`config.mk`:
```
export PLATFORM = sky130hd
export DESIGN_NAME = ganador_banner_ctrl
export DESIGN_NICKNAME = d
export VERILOG_FILES = /design/src/rtl/ganador_banner_ctrl.sv
export SDC_FILE = /design/constraint.sdc
export NUM_CORES = 1
export LEC_CHECK = 0
export ABC_AREA = 1
export CELL_PAD_IN_SITES_DETAIL_PLACEMENT = 0
export CELL_PAD_IN_SITES_GLOBAL_PLACEMENT = 1
export CORE_UTILIZATION = 31
export DETAILED_ROUTE_END_ITERATION = 6
export GPL_TIMING_DRIVEN = 0
export HOLD_SLACK_MARGIN = 0.15
export PLACE_DENSITY = 0.93
export SKIP_LAST_GASP = 1
export SLEW_MARGIN = 20
export SYNTH_ARGS = -nofsm -noshare
export SYNTH_HDL_FRONTEND = slang
export SYNTH_SLANG_ARGS = --single-unit
```
`constraint.sdc`:
```
create_clock -name clk -period 4 [get_ports clk]
set_input_delay 0.4 -clock clk [delete_from_list [all_inputs] [get_ports clk]]
set_output_delay 0.4 -clock clk [all_outputs]
set_load 0.02 [all_outputs]
```
`src/rtl/ganador_banner_ctrl.sv`:
```
// Winner banner animation: slide down to a centred target, blink, then hold until clear.
// Macro BANNER_SLIDE_EN enables the slide phase; without it a win goes straight to BLINK.
module ganador_banner_ctrl #(
  parameter int unsigned SCREEN_H     = 480,
  parameter int unsigned SPR_H        = 16,
  parameter int unsigned TARGET_X     = 275,
  parameter int unsigned START_Y      = 0,
  parameter int unsigned TARGET_Y     = 232,
  parameter int unsigned STEP         = 8,
  parameter int unsigned BLINK_FRAMES = 15,
  parameter int unsigned BLINK_COUNT  = 3
) (
  input  logic       clk,
  input  logic       rst,
  input  logic [9:0] posx,
  input  logic [9:0] posy,
  input  logic       win,
  input  logic       clear,
  output logic [9:0] pixelx,
  output logic [9:0] pixely,
  output logic       gano,
  output logic [1:0] state
);

  // Keep the whole sprite on screen even if the target is misconfigured.
  localparam int unsigned TY_C = (TARGET_Y + SPR_H > SCREEN_H) ? (SCREEN_H - SPR_H) : TARGET_Y;
  localparam int unsigned FC_W = (BLINK_FRAMES > 1) ? $clog2(BLINK_FRAMES) : 1;
  localparam int unsigned TG_W = (BLINK_COUNT > 0) ? $clog2(2 * BLINK_COUNT + 1) : 1;

  localparam logic [9:0]      TX_10   = 10'(TARGET_X);
  localparam logic [9:0]      SY_10   = 10'(START_Y);
  localparam logic [9:0]      TY_10   = 10'(TY_C);
  localparam logic [9:0]      SH_10   = 10'(SCREEN_H);
  localparam logic [FC_W-1:0] FC_LAST = FC_W'(BLINK_FRAMES - 1);
  localparam logic [TG_W-1:0] TG_LAST = TG_W'(2 * BLINK_COUNT - 1);

  typedef enum logic [1:0] {
    ST_IDLE  = 2'd0,
    ST_SLIDE = 2'd1,
    ST_BLINK = 2'd2,
    ST_HOLD  = 2'd3
  } state_e;

  state_e          state_q, state_d;
  logic [9:0]      pixely_q, pixely_d;
  logic            gano_q, gano_d;
  logic [FC_W-1:0] frame_q, frame_d;
  logic [TG_W-1:0] tog_q, tog_d;
  logic            vb, vb_q, tick;

  assign vb   = (posx == '0) && (posy == SH_10);
  assign tick = vb & ~vb_q;

`ifdef BANNER_SLIDE_EN
  localparam logic [10:0] STEP_11 = 11'(STEP);
  localparam logic [10:0] TY_11   = 11'(TY_C);
  logic [10:0] slide_sum;
  assign slide_sum = {1'b0, pixely_q} + STEP_11;
`endif

  always_ff @(posedge clk) begin
    if (rst) begin
      state_q  <= ST_IDLE;
      pixely_q <= SY_10;
      gano_q   <= 1'b0;
      frame_q  <= '0;
      tog_q    <= '0;
      vb_q     <= 1'b0;
    end else begin
      state_q  <= state_d;
      pixely_q <= pixely_d;
      gano_q   <= gano_d;
      frame_q  <= frame_d;
      tog_q    <= tog_d;
      vb_q     <= vb;
    end
  end

  always_comb begin
    state_d  = state_q;
    pixely_d = pixely_q;
    gano_d   = gano_q;
    frame_d  = frame_q;
    tog_d    = tog_q;
    if (clear) begin
      state_d  = ST_IDLE;
      pixely_d = SY_10;
      gano_d   = 1'b0;
      frame_d  = '0;
      tog_d    = '0;
    end else begin
      unique case (state_q)
        ST_IDLE: begin
          gano_d   = 1'b0;
          pixely_d = SY_10;
          if (win) begin
            gano_d = 1'b1;
`ifdef BANNER_SLIDE_EN
            state_d = ST_SLIDE;
`else
            state_d  = ST_BLINK;
            pixely_d = TY_10;
            frame_d  = '0;
            tog_d    = '0;
`endif
          end
        end
        ST_SLIDE: begin
`ifdef BANNER_SLIDE_EN
          gano_d = 1'b1;
          if (tick) begin
            if (slide_sum >= TY_11) begin
              pixely_d = TY_10;
              state_d  = ST_BLINK;
              frame_d  = '0;
              tog_d    = '0;
            end else begin
              pixely_d = slide_sum[9:0];
            end
          end
`else
          state_d = ST_IDLE;
`endif
        end
        ST_BLINK: begin
          if (tick) begin
            if (frame_q == FC_LAST) begin
              frame_d = '0;
              gano_d  = ~gano_q;
              tog_d   = tog_q + 1'b1;
              // Last toggle of an even count always lands on visible.
              if (tog_q == TG_LAST) begin
                state_d = ST_HOLD;
                gano_d  = 1'b1;
              end
            end else begin
              frame_d = frame_q + 1'b1;
            end
          end
        end
        ST_HOLD: begin
          gano_d   = 1'b1;
          pixely_d = TY_10;
        end
        default: state_d = ST_IDLE;
      endcase
    end
  end

  assign pixelx = TX_10;
  assign pixely = pixely_q;
  assign gano   = gano_q;
  assign state  = state_q;

endmodule

```
Yosys cells after proc, flatten, opt, wreduce, memory -nomap -nowiden
Index checks and enable logic that the tools add are counted.
{"block": "word_totals", "register_bits": 21, "in_bits": 24, "output_inout_bits": 23, "word_cells": 53}
{"block": "op_classes", "n_addsub": 2, "n_eq_ne": 10, "n_mux": 20, "n_bitwise": 3, "n_reduce_logical": 12}
{"operator": "10-bit one-hot mux with 2 select lines", "count": 1}
{"operator": "4-bit 2-to-1 mux", "count": 3}
{"operator": "10-bit by 9-bit == test with 1-bit output (second input constant)", "count": 1}
{"operator": "10-bit zero test", "count": 1}
{"operator": "3-bit 2-to-1 mux", "count": 3}
{"operator": "2-bit 2-to-1 mux", "count": 4}
{"operator": "8-bit 2-to-1 mux", "count": 1}
{"operator": "2-bit inequality test (second input constant)", "count": 4}
{"operator": "4-bit one-hot mux with 2 select lines", "count": 1}
{"operator": "2-bit one-hot mux with 3 select lines", "count": 1}
{"operator": "3-bit one-hot mux with 2 select lines", "count": 1}
{"operator": "3-bit AND reduction", "count": 2}
{"operator": "3-bit nonzero test", "count": 2}
{"operator": "5-bit AND reduction", "count": 1}
{"operator": "4-bit by 1-bit adder with 4-bit output (second input constant)", "count": 1}
{"operator": "2-bit == test (second input constant)", "count": 2}
{"operator": "4-bit == test (second input constant)", "count": 1}
{"operator": "1-bit 2-to-1 mux", "count": 4}
{"operator": "4-bit AND reduction", "count": 1}
{"operator": "2-bit nonzero test", "count": 2}
{"operator": "3-bit by 1-bit adder with 3-bit output (second input constant)", "count": 1}
{"operator": "3-bit == test (second input constant)", "count": 1}
{"operator": "1-bit one-hot mux with 3 select lines", "count": 1}
{"operator": "2-bit by 1-bit == test with 1-bit output (second input constant)", "count": 1}
{"operator": "5 further kinds", "count": 6}

Depth between registers and ports, before layout
{"block": "depth", "ltp_word": 5, "ltp_mapped": 10, "depth_no_buf": 10}

Least setup slack after synthesis
OpenSTA, ideal clock, no wires.
{"block": "synth_timing", "path_kind": "flip-flop to flip-flop", "startpoint": "register state_q[0], in the netlist state[0]", "endpoint": "register tog_q[0]", "setup_ns": 0.114, "arrival_time_ns": 1.538, "t_required_ns": 3.886, "path_slack_ns": 2.348, "path_stages_with_launch": 10, "n_path_buf": 1, "synth_period_minus_slack_ns": 1.652, "path_cell_list": "dfxtp_1 -> inv_1 -> ha_1 -> clkbuf_8 -> inv_1 -> nand2_1 -> o21ai_2 -> nand3_4 -> a21oi_1 -> nor2_1"}
{"block": "synth_via", "elab_chain_cells": 3, "word_cells_on_any_way": 8, "cone_classes": "4 x eq/ne; 1 x mux; 3 x reduce/logical"}
{"element": "start: declaration", "line": "44", "source": "state_e state_q, state_d;"}
{"element": "start signal: assignment", "line": "70", "source": "state_q <= state_d;"}
{"element": "2-bit == test or 2-bit zero test (tied branches)", "line": "92", "source": "unique case (state_q)"}
{"element": "2-bit inequality test (no source line) or 2-bit nonzero test (tied branches)"}
{"element": "4-bit AND reduction (no source line)"}
{"element": "end signal: assignment", "line": "74", "source": "tog_q <= tog_d;"}
{"element": "end: declaration", "line": "48", "source": "logic [TG_W-1:0] tog_q, tog_d;"}
Several ways; a longest one is shown, not always the timed one.
A chain may end at the register's enable or synchronous reset.

==> impl_metrics.tcl <==
set metrics [dict create \
    cts_tree "built" \
    critical_path_required_ns 3.60 \
    period_minus_slack_ns 1.80 \
    yosys.area.top_type "dfxtp_1" \
    clock_latency_ns 0.28 \
    nets 230 \
    dp_slack_ns 2.13 \
    cts_sinks 12 \
    antenna_found_initial 0 \
    slew_viol_final 0 \
    hold_start "gano$_SDFFE_PP0P_" \
    sw_frac_of_total_pct 34.9 \
    wirelength_mm 2.06 \
    total_power_mw 0.397 \
    cts_max_path_buffers 2 \
    p_seq_share_pct 34.3 \
    portBuffers 30 \
    worst_setup_path_start_kind "flip-flop" \
    status "complete, no violations" \
    final-seq-area_um2 240 \
    hold_viol 0 \
    reg2regPathDepth 9 \
    root_buffer "clkbuf_4" \
    net-switching-power_mw 0.139 \
    antenna_left 0 \
    grt_pass1_vias 836 \
    critPathArrivalTime_ns 1.40 \
    cap_violations 0 \
    vias_per_cell 4.03 \
    yosysSeqAreaShare_pct 22.7 \
    synth-xor-area-share_pct 0.826 \
    cts_max_level 1 \
    path_clk_slew_ns 0.08 \
    cp_max_fo 5 \
    dr.pass1.iters 4 \
    yosys.area_share.simple_pct 35.4 \
    die_area_um2 3660 \
    intPower_mw 0.258 \
    layout-area-overhead-vs-synth_pct 41.9 \
    dp_hpwl_mm 1.67 \
    synth.distinct_cells 28 \
    netlist_area_um2 1060 \
    coreArea_um2 3150 \
    hold_depth 2 \
    endpoint_kind "output port" \
    crit_type "flip-flop to output port" \
    final_core_util_pct 47.7 \
    clock_power_share_pct 25.5 \
    muxShareOfSynthArea_pct 0 \
    leakage_nw 0.701 \
    gp_congestion 0.776 \
    synth-compound-area-share_pct 7.79 \
    layout-drive-gt1-share_pct 20.5 \
    cts_buffers 3 \
    multi_input_area_um2 652 \
    ys.flop_type "dfxtp_1" \
    synth_top_family_by_area "simple AND/OR/NAND/NOR gates" \
    irDropWorstVdd_mv 0.197 \
    grt_pass1_wl_mm 3.43 \
    synth-seq-cells 12 \
    synth_commonest_cells "26 x nand2_1, 25 x nor2_1, 19 x buf_4, 15 x inv_1, 12 x dfxtp_1" \
    drt_iter0_markers 16 \
    synthAdderAreaFrac_pct 11.8 \
    synth.top_cell.area_share_pct 22.7 \
    regToRegStartpoint "state[0]$_SDFFE_PP0P_" \
    io_pins 47 \
    initial_utilization_pct 33.6 \
    reg2reg_slack_ns 2.30 \
    fmax_mhz 555 \
    syn_area_per_cell_um2 7.21 \
    power_frac_comb_pct 40.2 \
    grt_use_total_pct 12.4 \
    post-route-period-util_pct 45.0 \
    route.detailed.drc 0 \
    grt_max_degree 10 \
    wl_per_cell_um 8.63 \
    post_cts_buffers 0 \
    clock_skew_ns 0.00232 \
    diodes 0 \
    chipHeight_um 60.5 \
    r2r_end "tog_q[0]$_SDFFE_PP0P_" \
    n_fill_cell 334 \
    pwr_density_cell_nw_per_um2 264 \
    rows 20 \
    hold_end "gano$_SDFFE_PP0P_" \
    syn_inst 147 \
    hold_ws_ns 0.501 \
    synthArstFlopShare_pct 0 \
    setup_viol 0 \
    synthTopCellsByArea "dfxtp_1 23%, buf_4 13%, ha_1 12%" \
    fin_setup_tns_ns 0 \
    synth.most_common_cell "nand2_1" \
    gr-total-overflow 0 \
    die_w_um 60.5 \
    yosys_warnings 0 \
    fin_ws_ns 2.20 \
    hold_buffers 0 \
    dr_total_vias 964 \
    hold_path_class "flip-flop to flip-flop" \
    synth_edf_count 0 \
    post_cts_resized 0 \
    rsz0062_at_grt "false" \
]
[critical path: stages (launching register included)]
cell             delay, ns
dfxtp_1               0.40
buf_4                 0.13
clkdlybuf4s50_1       0.59
[layout make-up]
| class | instances | area share, % |
|---|---|---|
| multi-input combinational | 112 | 43.3 |
| timing repair buffer | 30 | 20.0 |
| sequential | 12 | 16.0 |
| buffer | 20 | 10.4 |
| inverter | 17 | 4.24 |
| tap | 44 | 3.66 |
| clock buffer | 4 | 2.41 |
[power by group through the flow]
stage	registers [mW]	logic (mW)	clock network (mW)
2_1_floorplan	0.141	0.110	0
3_3_place_gp	0.139	0.159	0
3_5_place_dp	0.139	0.160	0
4_1_cts	0.137	0.161	0.104
5_1_grt	0.138	0.179	0.107
6_report	0.136	0.160	0.101
[registers in the layout, summed over array words and instances (netlist names)]
signal and cells:
frame_q 4, pixely 1, tog_q 3, gano 1
vb_q 1, state 2
[worst max-delay path by stage]
stage	start	endpoint	slack [ns]	cells past startpoint
floorplan	state[0]$_SDFFE_PP0P_	tog_q[0]$_SDFFE_PP0P_	2.35	9
global placement	posx[7]	tog_q[0]$_SDFFE_PP0P_	2.16	9
detailed placement	posx[7]	tog_q[0]$_SDFFE_PP0P_	2.13	9
CTS	pixely[6]$_SDFFE_PP0P_	pixely[5]	2.18	2
global route	state[0]$_SDFFE_PP0P_	state[0]	2.13	1
finish	pixely[6]$_SDFFE_PP0P_	pixely[5]	2.20	2
[logic make-up after synthesis]
kind of cell,after synthesis
AND/OR/NAND/NOR,72
buffers and inverters,37
AO/OA/AOI/OAI,13
flip-flops,12
adder cells (fa/ha/maj),10
other,2
XOR/XNOR,1
[per-layer routing]
layer / GRT usage, % / vias to the layer above / share of wire (%)
li1: - / 526 / -
met1: 14.2 / 403 / 45
met2: 22.1 / 30 / 46
met3: 1.71 / 5 / 7.1
met4: 6.82 / 0 / 2.2
met5: 0 / - / 0
[through the flow]
step / instances / instance area (um^2)
3_5_place_dp: 235 / 1470
2_1_floorplan: 161 / 1110
3_3_place_gp: 235 / 1470
6_report: 239 / 1500
4_1_cts: 239 / 1500
5_1_grt: 239 / 1500
[placed cells by master (no fill, tap or decap), drive strengths merged]
| cell type | synthesis | final |
|---|---|---|
| clkdlybuf4s50 | 0 | 30 |
| nand2 | 29 | 29 |
| nor2 | 28 | 28 |
| buf | 19 | 19 |
| inv | 17 | 17 |
| conb | 2 | 16 |
| dfxtp | 12 | 12 |
| ha | 10 | 10 |
| a21oi | 7 | 7 |
| nand3 | 7 | 7 |
| nand4 | 6 | 6 |
| clkbuf | 1 | 5 |
| o21ai | 2 | 2 |
| nor3 | 1 | 1 |
| a211oi | 1 | 1 |
| a31oi | 1 | 1 |
| o211ai | 1 | 1 |
| or2 | 1 | 1 |
| o21bai | 1 | 1 |
| xor2 | 1 | 1 |
(Power assumes the default switching activity.)
